`src/rtl/pong_pkg.sv`:
```
// Shared constants and types for the pong frame scheduler.
// Holds coordinate/counter widths, vblank threshold, reset positions and FSM states.
package pong_pkg;

    localparam int CW      = 11;
    localparam int V_DISP  = 480;
    localparam int OVR_W   = 8;
    localparam int FRM_W   = 16;
    localparam int BALL_X0 = 316;
    localparam int BALL_Y0 = 236;
    localparam int PAD_Y0  = 200;

    typedef enum logic [1:0] {
        IDLE,
        REQ,
        COMMIT
    } frm_state_t;

endpackage

```
`src/rtl/pong_frame_ctrl.sv`:
```
// Frame scheduler: detects vblank start from y, runs one req/ack update per frame,
// and double-buffers object positions so the renderer only sees values committed
// in vblank. Counts frames (wrapping) and aborted requests (saturating).
// Ports: clk, rst_n (sync, active-low), y, pause, upd_req/upd_ack handshake,
// *_in new positions, ball_x/ball_y/pad_l_y/pad_r_y committed positions,
// frame_tick, frame_cnt, overrun_cnt.
module pong_frame_ctrl #(
    parameter int CW      = pong_pkg::CW,
    parameter int V_DISP  = pong_pkg::V_DISP,
    parameter int OVR_W   = pong_pkg::OVR_W,
    parameter int FRM_W   = pong_pkg::FRM_W,
    parameter int BALL_X0 = pong_pkg::BALL_X0,
    parameter int BALL_Y0 = pong_pkg::BALL_Y0,
    parameter int PAD_Y0  = pong_pkg::PAD_Y0
) (
    input  logic             clk,
    input  logic             rst_n,
    input  logic [CW-1:0]    y,
    input  logic             pause,
    output logic             upd_req,
    input  logic             upd_ack,
    input  logic [CW-1:0]    ball_x_in,
    input  logic [CW-1:0]    ball_y_in,
    input  logic [CW-1:0]    pad_l_in,
    input  logic [CW-1:0]    pad_r_in,
    output logic [CW-1:0]    ball_x,
    output logic [CW-1:0]    ball_y,
    output logic [CW-1:0]    pad_l_y,
    output logic [CW-1:0]    pad_r_y,
    output logic             frame_tick,
    output logic [FRM_W-1:0] frame_cnt,
    output logic [OVR_W-1:0] overrun_cnt
);
    import pong_pkg::*;

    frm_state_t state, state_nxt;

    logic [CW-1:0] y_q;
    logic          vb, vb_q, vb_rise, vb_fall;
    logic          capture, commit, abort;
    logic [CW-1:0] sh_bx, sh_by, sh_pl, sh_pr;

    // Unsigned compare: back-porch lines wrap to large values and so count as vblank.
    assign vb      = (y_q >= CW'(V_DISP));
    assign vb_rise = vb & ~vb_q;
    assign vb_fall = ~vb & vb_q;

    always_ff @(posedge clk) begin
        if (!rst_n) begin
            y_q        <= '0;
            vb_q       <= 1'b0;
            frame_tick <= 1'b0;
            frame_cnt  <= '0;
        end else begin
            y_q        <= y;
            vb_q       <= vb;
            frame_tick <= vb_rise;
            if (vb_rise)
                frame_cnt <= frame_cnt + FRM_W'(1);
        end
    end

    always_ff @(posedge clk) begin
        if (!rst_n)
            state <= IDLE;
        else
            state <= state_nxt;
    end

    // Ack is checked before vb_fall so a late ack still commits.
    always_comb begin
        state_nxt = state;
        unique case (state)
            IDLE: begin
                if (vb_rise && !pause)
                    state_nxt = REQ;
            end
            REQ: begin
                if (upd_ack)
                    state_nxt = COMMIT;
                else if (vb_fall)
                    state_nxt = IDLE;
            end
            COMMIT:  state_nxt = IDLE;
            default: state_nxt = IDLE;
        endcase
    end

    always_comb begin
        upd_req = (state == REQ);
        capture = (state == REQ) && upd_ack;
        abort   = (state == REQ) && !upd_ack && vb_fall;
        commit  = (state == COMMIT);
    end

    always_ff @(posedge clk) begin
        if (!rst_n) begin
            sh_bx <= '0;
            sh_by <= '0;
            sh_pl <= '0;
            sh_pr <= '0;
        end else if (capture) begin
            sh_bx <= ball_x_in;
            sh_by <= ball_y_in;
            sh_pl <= pad_l_in;
            sh_pr <= pad_r_in;
        end
    end

    always_ff @(posedge clk) begin
        if (!rst_n) begin
            ball_x  <= CW'(BALL_X0);
            ball_y  <= CW'(BALL_Y0);
            pad_l_y <= CW'(PAD_Y0);
            pad_r_y <= CW'(PAD_Y0);
        end else if (commit) begin
            ball_x  <= sh_bx;
            ball_y  <= sh_by;
            pad_l_y <= sh_pl;
            pad_r_y <= sh_pr;
        end
    end

    always_ff @(posedge clk) begin
        if (!rst_n)
            overrun_cnt <= '0;
        else if (abort && (overrun_cnt != '1))
            overrun_cnt <= overrun_cnt + OVR_W'(1);
    end

endmodule

```
`config.mk`:
```
export PLATFORM = sky130hd
export DESIGN_NAME = pong_frame_ctrl
export DESIGN_NICKNAME = d
export VERILOG_FILES = /design/src/rtl/pong_pkg.sv /design/src/rtl/pong_frame_ctrl.sv
export SDC_FILE = /design/constraint.sdc
export NUM_CORES = 1
export LEC_CHECK = 0
export CAP_MARGIN = 20
export CELL_PAD_IN_SITES_DETAIL_PLACEMENT = 2
export CELL_PAD_IN_SITES_GLOBAL_PLACEMENT = 2
export CORE_MARGIN = 1.5
export CORE_UTILIZATION = 27
export DETAILED_ROUTE_END_ITERATION = 7
export PLACE_DENSITY = 0.92
export SYNTH_ARGS = -nofsm -noshare
export SYNTH_HDL_FRONTEND = slang
export SYNTH_SLANG_ARGS = --single-unit
```
`constraint.sdc`:
```
create_clock -name clk -period 2 [get_ports clk]
set_input_delay 0.4 -clock clk [delete_from_list [all_inputs] [get_ports clk]]
set_output_delay 0.4 -clock clk [all_outputs]
set_load 0.02 [all_outputs]
```
==> results.sh, run 1 <==
export IMPL_worstSetupPathType="flop to primary output"
export IMPL_clock_sinks=122
export IMPL_grt_pass1_wl_um=25220
export IMPL_synth_top_cells_by_area="dfxtp_1 (54%), nand2_1 (16%), a21oi_1 (9.6%)"
export IMPL_drtAntennaViolNets=0
export IMPL_timing_final_ws_setup_ps=74.96
export IMPL_cts_buffers_inserted=17
export IMPL_synth_area_um2=4506
export IMPL_wl_um=15670
export IMPL_die_w_um=132.2
export IMPL_antenna_cells=0
export IMPL_setup_viol=0
export IMPL_post_dp_hpwl_um=10610
export IMPL_synthMuxAreaShare=0.006665
export IMPL_maxCapViolations=0
export IMPL_status="finished, final reports clean"
export IMPL_synth_fa_ha_area_frac=0.005554
export IMPL_postLayoutCoreUtil=0.4036
export IMPL_clock_path_buffers=2
export IMPL_yosysSeqAreaShare=0.5421
export IMPL_die_area_um2=17470
export IMPL_yosys_warnings=0
export IMPL_initial_core_util=0.2736
export IMPL_ir_drop_uv=551.8
export IMPL_finClkSkew_ps=4.761
export IMPL_startpoint="frame_cnt[2]$_SDFFE_PN0P_"
export IMPL_r2r_end="frame_cnt[15]$_SDFFE_PN0P_"
export IMPL_critPathMaxStageDelay_ps=600
export IMPL_placementRows=47
export IMPL_p_comb_frac=0.059
export IMPL_cp_num_buf_inv=2
export IMPL_crit_path_top_delay_cell="clkdlybuf4s50_1"
export IMPL_swShare=0.2275
export IMPL_slew_headroom=0.5851
export IMPL_place_gp_congestion=0.7532
export IMPL_synth_edff_count=0
export IMPL_arrival_ps=1530
export IMPL_io_pins=129
export IMPL_cts_root_buf="clkbuf_16"
export IMPL_clk_pin_slew_ps=60
export IMPL_seqPwrFrac=0.427
export IMPL_dr_first_iter_drc_count=156
export IMPL_ys_flop_type="dfxtp_1"
export IMPL_wl_per_cell_um=17.35
export IMPL_worstSetupEndpointType="primary output"
export IMPL_crit_chain="buf_4, clkdlybuf4s50_1"
export IMPL_yosysTopAreaCellShare=0.5421
export IMPL_core_um2=16470
export IMPL_synth_top_family_by_area="simple AND/OR/NAND/NOR gates"
export IMPL_cp_endpoint="frame_cnt[2]"
export IMPL_cp_max_fo=6
export IMPL_portBuffers=123
export IMPL_layout_drive_gt1_share=0.08199
export IMPL_rsz0062_at_grt="false"
export IMPL_cp_data_required_time_ps=1600
export IMPL_r2r_start="frame_cnt[3]$_SDFFE_PN0P_"
export IMPL_final_nets=732
export IMPL_cts_hold_buf=0
export IMPL_globalRouteTotalUtil=0.1838
export IMPL_finalCritPeriodShare=0.9625
export IMPL_grt_pass1_vias=4785
export IMPL_synth_compound_area_share=0.1402
export IMPL_antenna_found_initial=0
export IMPL_num_vias=4340
export IMPL_slew_viol_final=0
export IMPL_grt_max_degree=48
export IMPL_drc=0
export IMPL_finalHoldViolCount=0
export IMPL_p_int_uw=4539
export IMPL_synthArstFlopShare=0
export IMPL_fin_crit_ps=1925
export IMPL_hp_class="flop to flop"
export IMPL_insertion_delay_ps=410
export IMPL_regToRegSetupSlack_ps=150
export IMPL_post_place_ws_ps=-52.60
export IMPL_p_leak_uw=0.002295
export IMPL_power_switching_uw=1337
export IMPL_worstSetupStartpointType="flop"
export IMPL_synth_simple_area_share=0.2477
export IMPL_reg2reg_depth=4
export IMPL_synth_seq_cells=122
export IMPL_power_share_clock=0.514
export IMPL_grt_overflow=0
export IMPL_cts_tree="yes"
export IMPL_critPathTopFamily="buffers and inverters"
export IMPL_synth_xor_area_share=0.01555
export IMPL_drt_first_pass_iters=4
export IMPL_tightest_slew_ps=606.7
export IMPL_area_growth_syn_to_layout_pct=47.49
export IMPL_netlist_instances=550
export IMPL_yosys_area_top_type="dfxtp_1"
export IMPL_tns_ps=0
export IMPL_htreeDepth=4
export IMPL_post_synth_cell_area_avg_um2=8.192
export IMPL_synth_nets=611
export IMPL_chipHeight_um=132.2
export IMPL_cp_depth=2
export IMPL_max_freq_mhz=519.5
export IMPL_ys_types=38
export IMPL_cellPowerDensity_nw_per_um2=884.2
export IMPL_routed_via_density=4.806
worst min-delay path by stage:
stage,start,to,cells past startpoint
finish,sh_pl[0]$_SDFFE_PN0P_,pad_l_y[0]$_SDFFE_PN0N_,2
global route,pad_r_y[10]$_SDFFE_PN0N_,pad_r_y[10]$_SDFFE_PN0N_,2
CTS,sh_pl[0]$_SDFFE_PN0P_,pad_l_y[0]$_SDFFE_PN0N_,2
detailed placement,sh_bx[9]$_SDFFE_PN0P_,ball_x[9]$_SDFFE_PN0N_,2
global placement,sh_pr[8]$_SDFFE_PN0P_,pad_r_y[8]$_SDFFE_PN0N_,2
floorplan,sh_bx[0]$_SDFFE_PN0P_,ball_x[0]$_SDFFE_PN0N_,2
placed cells by master (no fill, tap or decap), drive strengths merged, types with 2 or more instances in the layout:
master | Yosys | routed
nand2 | 188 | 188
dfxtp | 122 | 122
clkdlybuf4s50 | 0 | 121
a21oi | 86 | 86
nand3 | 23 | 23
clkbuf | 31 | 20
buf | 6 | 16
nor2 | 13 | 13
or4 | 9 | 9
o31ai | 9 | 9
xnor2 | 8 | 8
inv | 7 | 7
and2 | 7 | 7
nand4 | 6 | 6
clkinv | 0 | 5
a211oi | 4 | 4
clkinvlp | 0 | 4
o21ai | 3 | 3
nor3 | 3 | 3
mux2i | 3 | 3
nor2b | 3 | 3
o41ai | 2 | 2
nand4b | 2 | 2
a2111oi | 2 | 2
ha | 2 | 2
bufinv | 0 | 2
or3 | 2 | 2
per-layer routing:
layer / vias up / share of wire / GRT usage
li1: 2085 / - / -
met1: 2145 / 0.42 / 0.2042
met2: 91 / 0.53 / 0.3406
met3: 19 / 0.034 / 0.04306
met4: 0 / 0.016 / 0.06654
met5: - / 0 / 0
repair_timing:
| action | CTS | global route |
|---|---|---|
| hold endpoints to repair | 0 | 0 |
| resized for setup | 2 | 2 |
| buffers inserted | 0 | 0 |
| setup endpoints to repair | 4 | 4 |
synthesized netlist by cell type, types with 2 or more instances:
cell / count
nand2_1: 188
dfxtp_1: 122
a21oi_1: 86
clkbuf_1: 29
nand3_1: 22
nor2_1: 13
o31ai_1: 9
or4_1: 9
xnor2_1: 8
and2_1: 7
inv_1: 6
nand4_1: 5
a211oi_1: 4
buf_2: 4
mux2i_1: 3
nor2b_1: 3
nor3_1: 3
o21ai_0: 3
a2111oi_0: 2
buf_1: 2
clkbuf_8: 2
ha_1: 2
nand4b_1: 2
o41ai_1: 2
power by group through the flow:
stage | registers, µW | logic, µW | clock network (µW)
6_report | 2510 | 349 | 3020
5_1_grt | 2510 | 380 | 3190
4_1_cts | 2510 | 356 | 3090
3_5_place_dp | 2560 | 350 | 0
3_3_place_gp | 2550 | 334 | 0
2_1_floorplan | 2560 | 129 | 0
kinds of logic (layout without fill, tap and decap cells):
| family | after synthesis | after routing |
|---|---|---|
| xor gates and xnor gates | 8 | 8 |
| DFF | 122 | 122 |
| AOI/OAI and AO/OA | 112 | 112 |
| adders and majority gates | 2 | 2 |
| muxes | 3 | 3 |
| and+or+nand+nor | 259 | 259 |
| buffers and inverters | 44 | 177 |
registers in the layout, indices dropped and copies added (netlist names), 6 cells and up:
| signal | flops |
|---|---|
| ball_x | 11 |
| ball_y | 11 |
| frame_cnt | 16 |
| overrun_cnt | 8 |
| pad_l_y | 11 |
| pad_r_y | 11 |
| sh_bx | 11 |
| sh_by | 11 |
| sh_pl | 11 |
| sh_pr | 11 |
| y_q | 6 |
worst register-to-register path: cells and delay by family, from the launching register on:
kind,cells,cell delay (ps)
compound gates,2,680
flops,1,440
simple gates,2,670
layout make-up:
type / count / area [µm²]
fill: 1837 / 9821
sequential: 122 / 2442
multi-input combinational: 384 / 1894
timing repair buffer: 139 / 1428
clock buffer: 20 / 456.7
tap: 220 / 275.3
clock inverter: 11 / 122.6
inverter: 7 / 26.28
through the flow:
step                      cells  total power, µW  cell area (µm²)  hold WS (ps)
after CTS                   903             5951             6638         455.8
final                       903             5875             6645         454.3
after detailed placement    872             2908             6057         450.9
after global placement      872             2887             6057         435.4
after global routing        903             6084             6645         479.4
after floorplan             550             2693             4506         432.1
Power figures use the tool's default switching activity.
==> run 2, diff against run 1 <==
==> constraint.sdc (replaced) <==
create_clock -name clk -period 2 [get_ports clk]
set_input_delay 0.4 -clock clk [delete_from_list [all_inputs] [get_ports clk]]
set_output_delay 0.4 -clock clk [all_outputs]
set_load 0.1 [all_outputs]
==> results.sh, run 2 (synthesized netlist as in run 1, its figures left out) <==
export IMPL_whs_ps=457.0
export IMPL_layout_drive_gt1_share=0.2137
export IMPL_wl_um=15590
export IMPL_swShare=0.2215
export IMPL_place_gp_congestion=0.7735
export IMPL_crit_path_top_delay_cell="dfxtp_1"
export IMPL_hp_class="flop to flop"
export IMPL_cellPowerDensity_nw_per_um2=983.8
export IMPL_drc=0
export IMPL_multiInputGateArea_um2=1894
export IMPL_worstSetupEndpointType="flop"
export IMPL_finClkSkew_ps=5.978
export IMPL_power_share_clock=0.552
export IMPL_chipHeight_um=132.2
export IMPL_insertion_delay_ps=410
export IMPL_drtAntennaViolNets=0
export IMPL_core_um2=16470
export IMPL_power_switching_uw=1451
export IMPL_tightest_slew_ps=630.6
export IMPL_htreeDepth=4
export IMPL_worstSetupStartpointType="flop"
export IMPL_grt_overflow=0
export IMPL_antenna_cells=0
export IMPL_dpl_instance_area_um2=5957
export IMPL_dp_cells=876
export IMPL_cp_data_required_time_ps=2320
export IMPL_die_area_um2=17470
export IMPL_initial_core_util=0.2736
export IMPL_p_int_uw=5101
export IMPL_fin_crit_ps=1918
export IMPL_finalHoldViolCount=0
export IMPL_grt_pass1_wl_um=25390
export IMPL_routed_via_density=4.771
export IMPL_final_nets=736
export IMPL_max_freq_mhz=521.3
export IMPL_portBuffers=123
export IMPL_maxCapViolations=0
export IMPL_drt_first_pass_iters=4
export IMPL_cts_buffers_inserted=17
export IMPL_antenna_found_initial=0
export IMPL_seqPwrFrac=0.382
export IMPL_finalCritPeriodShare=0.9591
export IMPL_p_leak_uw=0.002470
export IMPL_io_pins=129
export IMPL_instances_no_fill=908
export IMPL_cts_tree="yes"
export IMPL_critPathMaxStageDelay_ps=560
export IMPL_placementRows=47
export IMPL_globalRouteTotalUtil=0.1841
export IMPL_clk_pin_slew_ps=60
export IMPL_crit_chain="nor2b_1, nand4_1, buf_4, or4_1, a21oi_1"
export IMPL_arrival_ps=2240
export IMPL_clock_path_buffers=2
export IMPL_worstSetupPathType="flop to flop"
export IMPL_fillCellCount=1814
export IMPL_ctsResizeCount=0
export IMPL_ir_drop_uv=594.4
export IMPL_slew_viol_final=0
export IMPL_clock_sinks=122
export IMPL_wl_per_cell_um=17.17
export IMPL_grt_pass1_vias=4799
export IMPL_cp_max_fo=11
export IMPL_post_dp_hpwl_um=10850
export IMPL_final_common_cell="nand2_1"
export IMPL_mostFrequentLayoutCells="nand2_1 (186), dfxtp_1 (107), a21oi_1 (86)"
export IMPL_largest_reg_flops=16
export IMPL_setup_viol=0
export IMPL_p_comb_frac=0.066
export IMPL_register_area_um2=2466
export IMPL_grt_max_degree=48
export IMPL_cts_root_buf="clkbuf_16"
export IMPL_fin_area_um2=6660
export IMPL_dr_first_iter_drc_count=133
export IMPL_critPathTopFamily="simple AND/OR/NAND/NOR gates"
export IMPL_regMostFlops="frame_cnt"
export IMPL_cts_hold_buf=0
export IMPL_die_w_um=132.2
export IMPL_cts_setup_buffers=0
export IMPL_cp_num_buf_inv=1
export IMPL_area_growth_syn_to_layout_pct=47.82
export IMPL_status="finished, final reports clean"
export IMPL_p_total_uw=6552
export IMPL_slew_headroom=0.5687
export IMPL_num_vias=4332
export IMPL_rsz0062_at_grt="false"
==> run 2: changes by cell type in the layout (fill, tap and decap cells not counted), moves of 3 or more <==
cell / before / now
buf_4: 10 / 83
clkinv_4: 2 / 5
bufinv_16: 2 / 6
clkdlybuf4s50_1: 121 / 53
dfxtp_1: 122 / 107
dfxtp_2: 0 / 13
==> run 2: area by class of cell <==
| cell class | count | share of cell area |
|---|---|---|
| flip-flops and latches | 122 | 0.3703 |
| multi-input cells | 384 | 0.2844 |
| repair buffers | 143 | 0.1943 |
| clock buffers | 19 | 0.06970 |
| well taps | 220 | 0.04133 |
| clock inverters | 13 | 0.03588 |
| inverters | 7 | 0.004133 |
==> run 2: metrics by stage <==
stage            util  TNS [ps]  setup WS, ps
3_3_place_gp   0.3618    -322.6        -87.59
4_1_cts        0.4045         0         87.58
2_1_floorplan       -    -11.09        -11.09
5_1_grt        0.4045         0         16.86
6_report       0.4045         0         81.84
3_5_place_dp   0.3618    -538.6        -109.9
==> run 2: per-layer routing <==
| layer | vias up | share of wire | routed length, µm | track usage |
|---|---|---|---|---|
| met1 | 2120 | 0.42 | 6623 | 0.2133 |
| met2 | 91 | 0.53 | 8203 | 0.3325 |
| met4 | 0 | 0.015 | 227 | 0.06105 |
| li1 | 2101 | - | - | - |
| met5 | - | 0 | 0 | 0 |
| met3 | 20 | 0.034 | 537 | 0.04383 |
==> run 2: path summary, 6_finish.rpt <==
kind	from	to	slack (ps)	cells past startpoint
max	vb_q$_SDFF_PN0_	overrun_cnt[4]$_SDFFE_PN0P_	80	5
min	sh_pr[10]$_SDFFE_PN0P_	pad_r_y[10]$_SDFFE_PN0N_	460	2
max reg2reg	vb_q$_SDFF_PN0_	overrun_cnt[4]$_SDFFE_PN0P_	80	5
min reg2reg	sh_pr[10]$_SDFFE_PN0P_	pad_r_y[10]$_SDFFE_PN0N_	460	2
==> run 2: worst reg2reg max path: cells and delay by family (launching register included) <==
family	cells	cell delay [ps]
flops	1	560
compound gates	1	190
simple gates	3	880
buf+inv	1	210
==> run 2: power by group through the flow <==
stage / Sequential (µW) / Combinational, µW / Clock (µW)
floorplan: 2640 / 137 / 0
global placement: 2550 / 420 / 0
detailed placement: 2560 / 434 / 0
CTS: 2500 / 439 / 3700
global route: 2510 / 461 / 3820
finish: 2510 / 432 / 3620
==> run 3, diff against run 2 <==
--- a/config.mk
+++ b/config.mk
@@ -11,6 +11,7 @@
 export CORE_MARGIN = 1.5
 export CORE_UTILIZATION = 27
 export DETAILED_ROUTE_END_ITERATION = 7
+export MAX_ROUTING_LAYER = met4
 export PLACE_DENSITY = 0.92
 export SYNTH_ARGS = -nofsm -noshare
 export SYNTH_HDL_FRONTEND = slang
==> results.sh, run 3 (synthesized netlist as in run 1, its figures left out) <==
export IMPL_status="finished, final reports clean"
export IMPL_ir_drop_uv=589.8
export IMPL_antenna_found_initial=0
export IMPL_slew_headroom=0.5689
export IMPL_layout_drive_gt1_share=0.2137
export IMPL_r2r_end="overrun_cnt[4]$_SDFFE_PN0P_"
export IMPL_max_freq_mhz=521.5
export IMPL_rsz0062_at_grt="false"
export IMPL_cts_tree="yes"
export IMPL_initial_core_util=0.2736
export IMPL_htreeDepth=4
export IMPL_final_nets=736
export IMPL_area_growth_syn_to_layout_pct=47.82
export IMPL_largest_reg_flops=16
export IMPL_die_w_um=132.2
export IMPL_post_dp_hpwl_um=10850
export IMPL_fin_crit_ps=1918
export IMPL_cts_setup_buffers=0
export IMPL_slew_viol_final=0
export IMPL_regToRegSetupSlack_ps=80
export IMPL_portBuffers=123
export IMPL_cts_hold_buf=0
export IMPL_finalHoldViolCount=0
export IMPL_post_place_ws_ps=-109.9
export IMPL_reg2reg_depth=5
export IMPL_routed_via_density=4.779
export IMPL_chipHeight_um=132.2
export IMPL_num_vias=4339
export IMPL_setup_viol=0
export IMPL_drc=0
export IMPL_wl_um=15540
export IMPL_timing_final_ws_setup_ps=82.39
export IMPL_hold_end="pad_r_y[10]$_SDFFE_PN0N_"
export IMPL_worst_hold_path_num_cells=2
export IMPL_globalRouteTotalUtil=0.1892
export IMPL_place_gp_congestion=0.7853
export IMPL_finClkSkew_ps=6.190
export IMPL_worstHoldStart="sh_pr[10]$_SDFFE_PN0P_"
export IMPL_io_pins=129
export IMPL_cp_max_fo=11
export IMPL_postLayoutCoreUtil=0.4045
export IMPL_grt_pass1_vias=4812
export IMPL_arrival_ps=2240
export IMPL_hp_class="flop to flop"
export IMPL_drtAntennaViolNets=0
export IMPL_antenna_cells=0
export IMPL_wl_per_cell_um=17.11
export IMPL_dr_first_iter_drc_count=130
export IMPL_finalCritPeriodShare=0.9588
export IMPL_clock_sinks=122
export IMPL_fin_area_um2=6660
export IMPL_die_area_um2=17470
export IMPL_mostFrequentLayoutCells="nand2_1 (186), dfxtp_1 (107), a21oi_1 (86)"
export IMPL_cellPowerDensity_nw_per_um2=982.9
export IMPL_p_leak_uw=0.002470
export IMPL_cts_root_buf="clkbuf_16"
export IMPL_grt_pass1_wl_um=25360
export IMPL_drt_first_pass_iters=4
export IMPL_worstSetupEndpointType="flop"
export IMPL_placementRows=47
export IMPL_tightest_slew_ps=630.3
export IMPL_final_common_cell="nand2_1"
export IMPL_cts_buffers_inserted=17
export IMPL_r2r_start="vb_q$_SDFF_PN0_"
export IMPL_worstSetupStartpointType="flop"
export IMPL_clk_pin_slew_ps=60
export IMPL_worstSetupPathType="flop to flop"
export IMPL_tns_ps=0
export IMPL_dpl_instance_area_um2=5957
export IMPL_maxCapViolations=0
export IMPL_cp_data_required_time_ps=2320
export IMPL_grt_max_degree=48
export IMPL_core_um2=16470
export IMPL_grt_overflow=0
export IMPL_ctsResizeCount=0
export IMPL_regMostFlops="frame_cnt"
export IMPL_clock_path_buffers=2
export IMPL_insertion_delay_ps=410
-- run 3: layout make-up --
type	count	area [µm²]
Clock buffer	19	464.2
Clock inverter	13	239.0
Fill cell	1814	9806
Inverter	7	27.53
Multi-Input combinational cell	384	1894
Sequential cell	122	2466
Tap cell	220	275.3
Timing Repair Buffer	143	1294
-- run 3: report_power, final --
group / internal (µW) / switching (µW)
logic: 175 / 256
registers: 2470 / 32.9
clock network: 2450 / 1160
total: 5100 / 1440
-- run 3: worst max path at each step --
| stage | startpoint | end | depth (start not counted) |
|---|---|---|---|
| final | vb_q$_SDFF_PN0_ | overrun_cnt[4]$_SDFFE_PN0P_ | 5 |
| after global routing | vb_q$_SDFF_PN0_ | overrun_cnt[4]$_SDFFE_PN0P_ | 5 |
| after CTS | vb_q$_SDFF_PN0_ | overrun_cnt[4]$_SDFFE_PN0P_ | 5 |
| after detailed placement | upd_ack | overrun_cnt[0]$_SDFFE_PN0P_ | 7 |
| after global placement | upd_ack | overrun_cnt[5]$_SDFFE_PN0P_ | 6 |
| after floorplan | state[0]$_SDFFE_PN0P_ | overrun_cnt[7]$_SDFFE_PN0P_ | 5 |
-- run 3: metal layers --
| layer | GRT usage | part of all wire | vias to the layer above |
|---|---|---|---|
| met4 | 0.06105 | 0.014 | 0 |
| met3 | 0.04268 | 0.034 | 19 |
| met5 | - | 0 | - |
| met1 | 0.2114 | 0.42 | 2131 |
| li1 | - | - | 2097 |
| met2 | 0.3342 | 0.53 | 92 |
-- run 3: through the flow --
| step | instances | hold slack [ps] | power, µW |
|---|---|---|---|
| 2_1_floorplan | 550 | 432.2 | 2781 |
| 3_3_place_gp | 876 | 435.3 | 2973 |
| 3_5_place_dp | 876 | 452.9 | 2992 |
| 4_1_cts | 908 | 462.2 | 6642 |
| 5_1_grt | 908 | 482.4 | 6787 |
| 6_report | 908 | 456.7 | 6546 |
-- run 3: critical path: stages, from the launching register on --
cell     delay [ps]
dfxtp_1         560
nor2b_1         200
nand4_1         150
buf_4           210
or4_1           530
a21oi_1         180
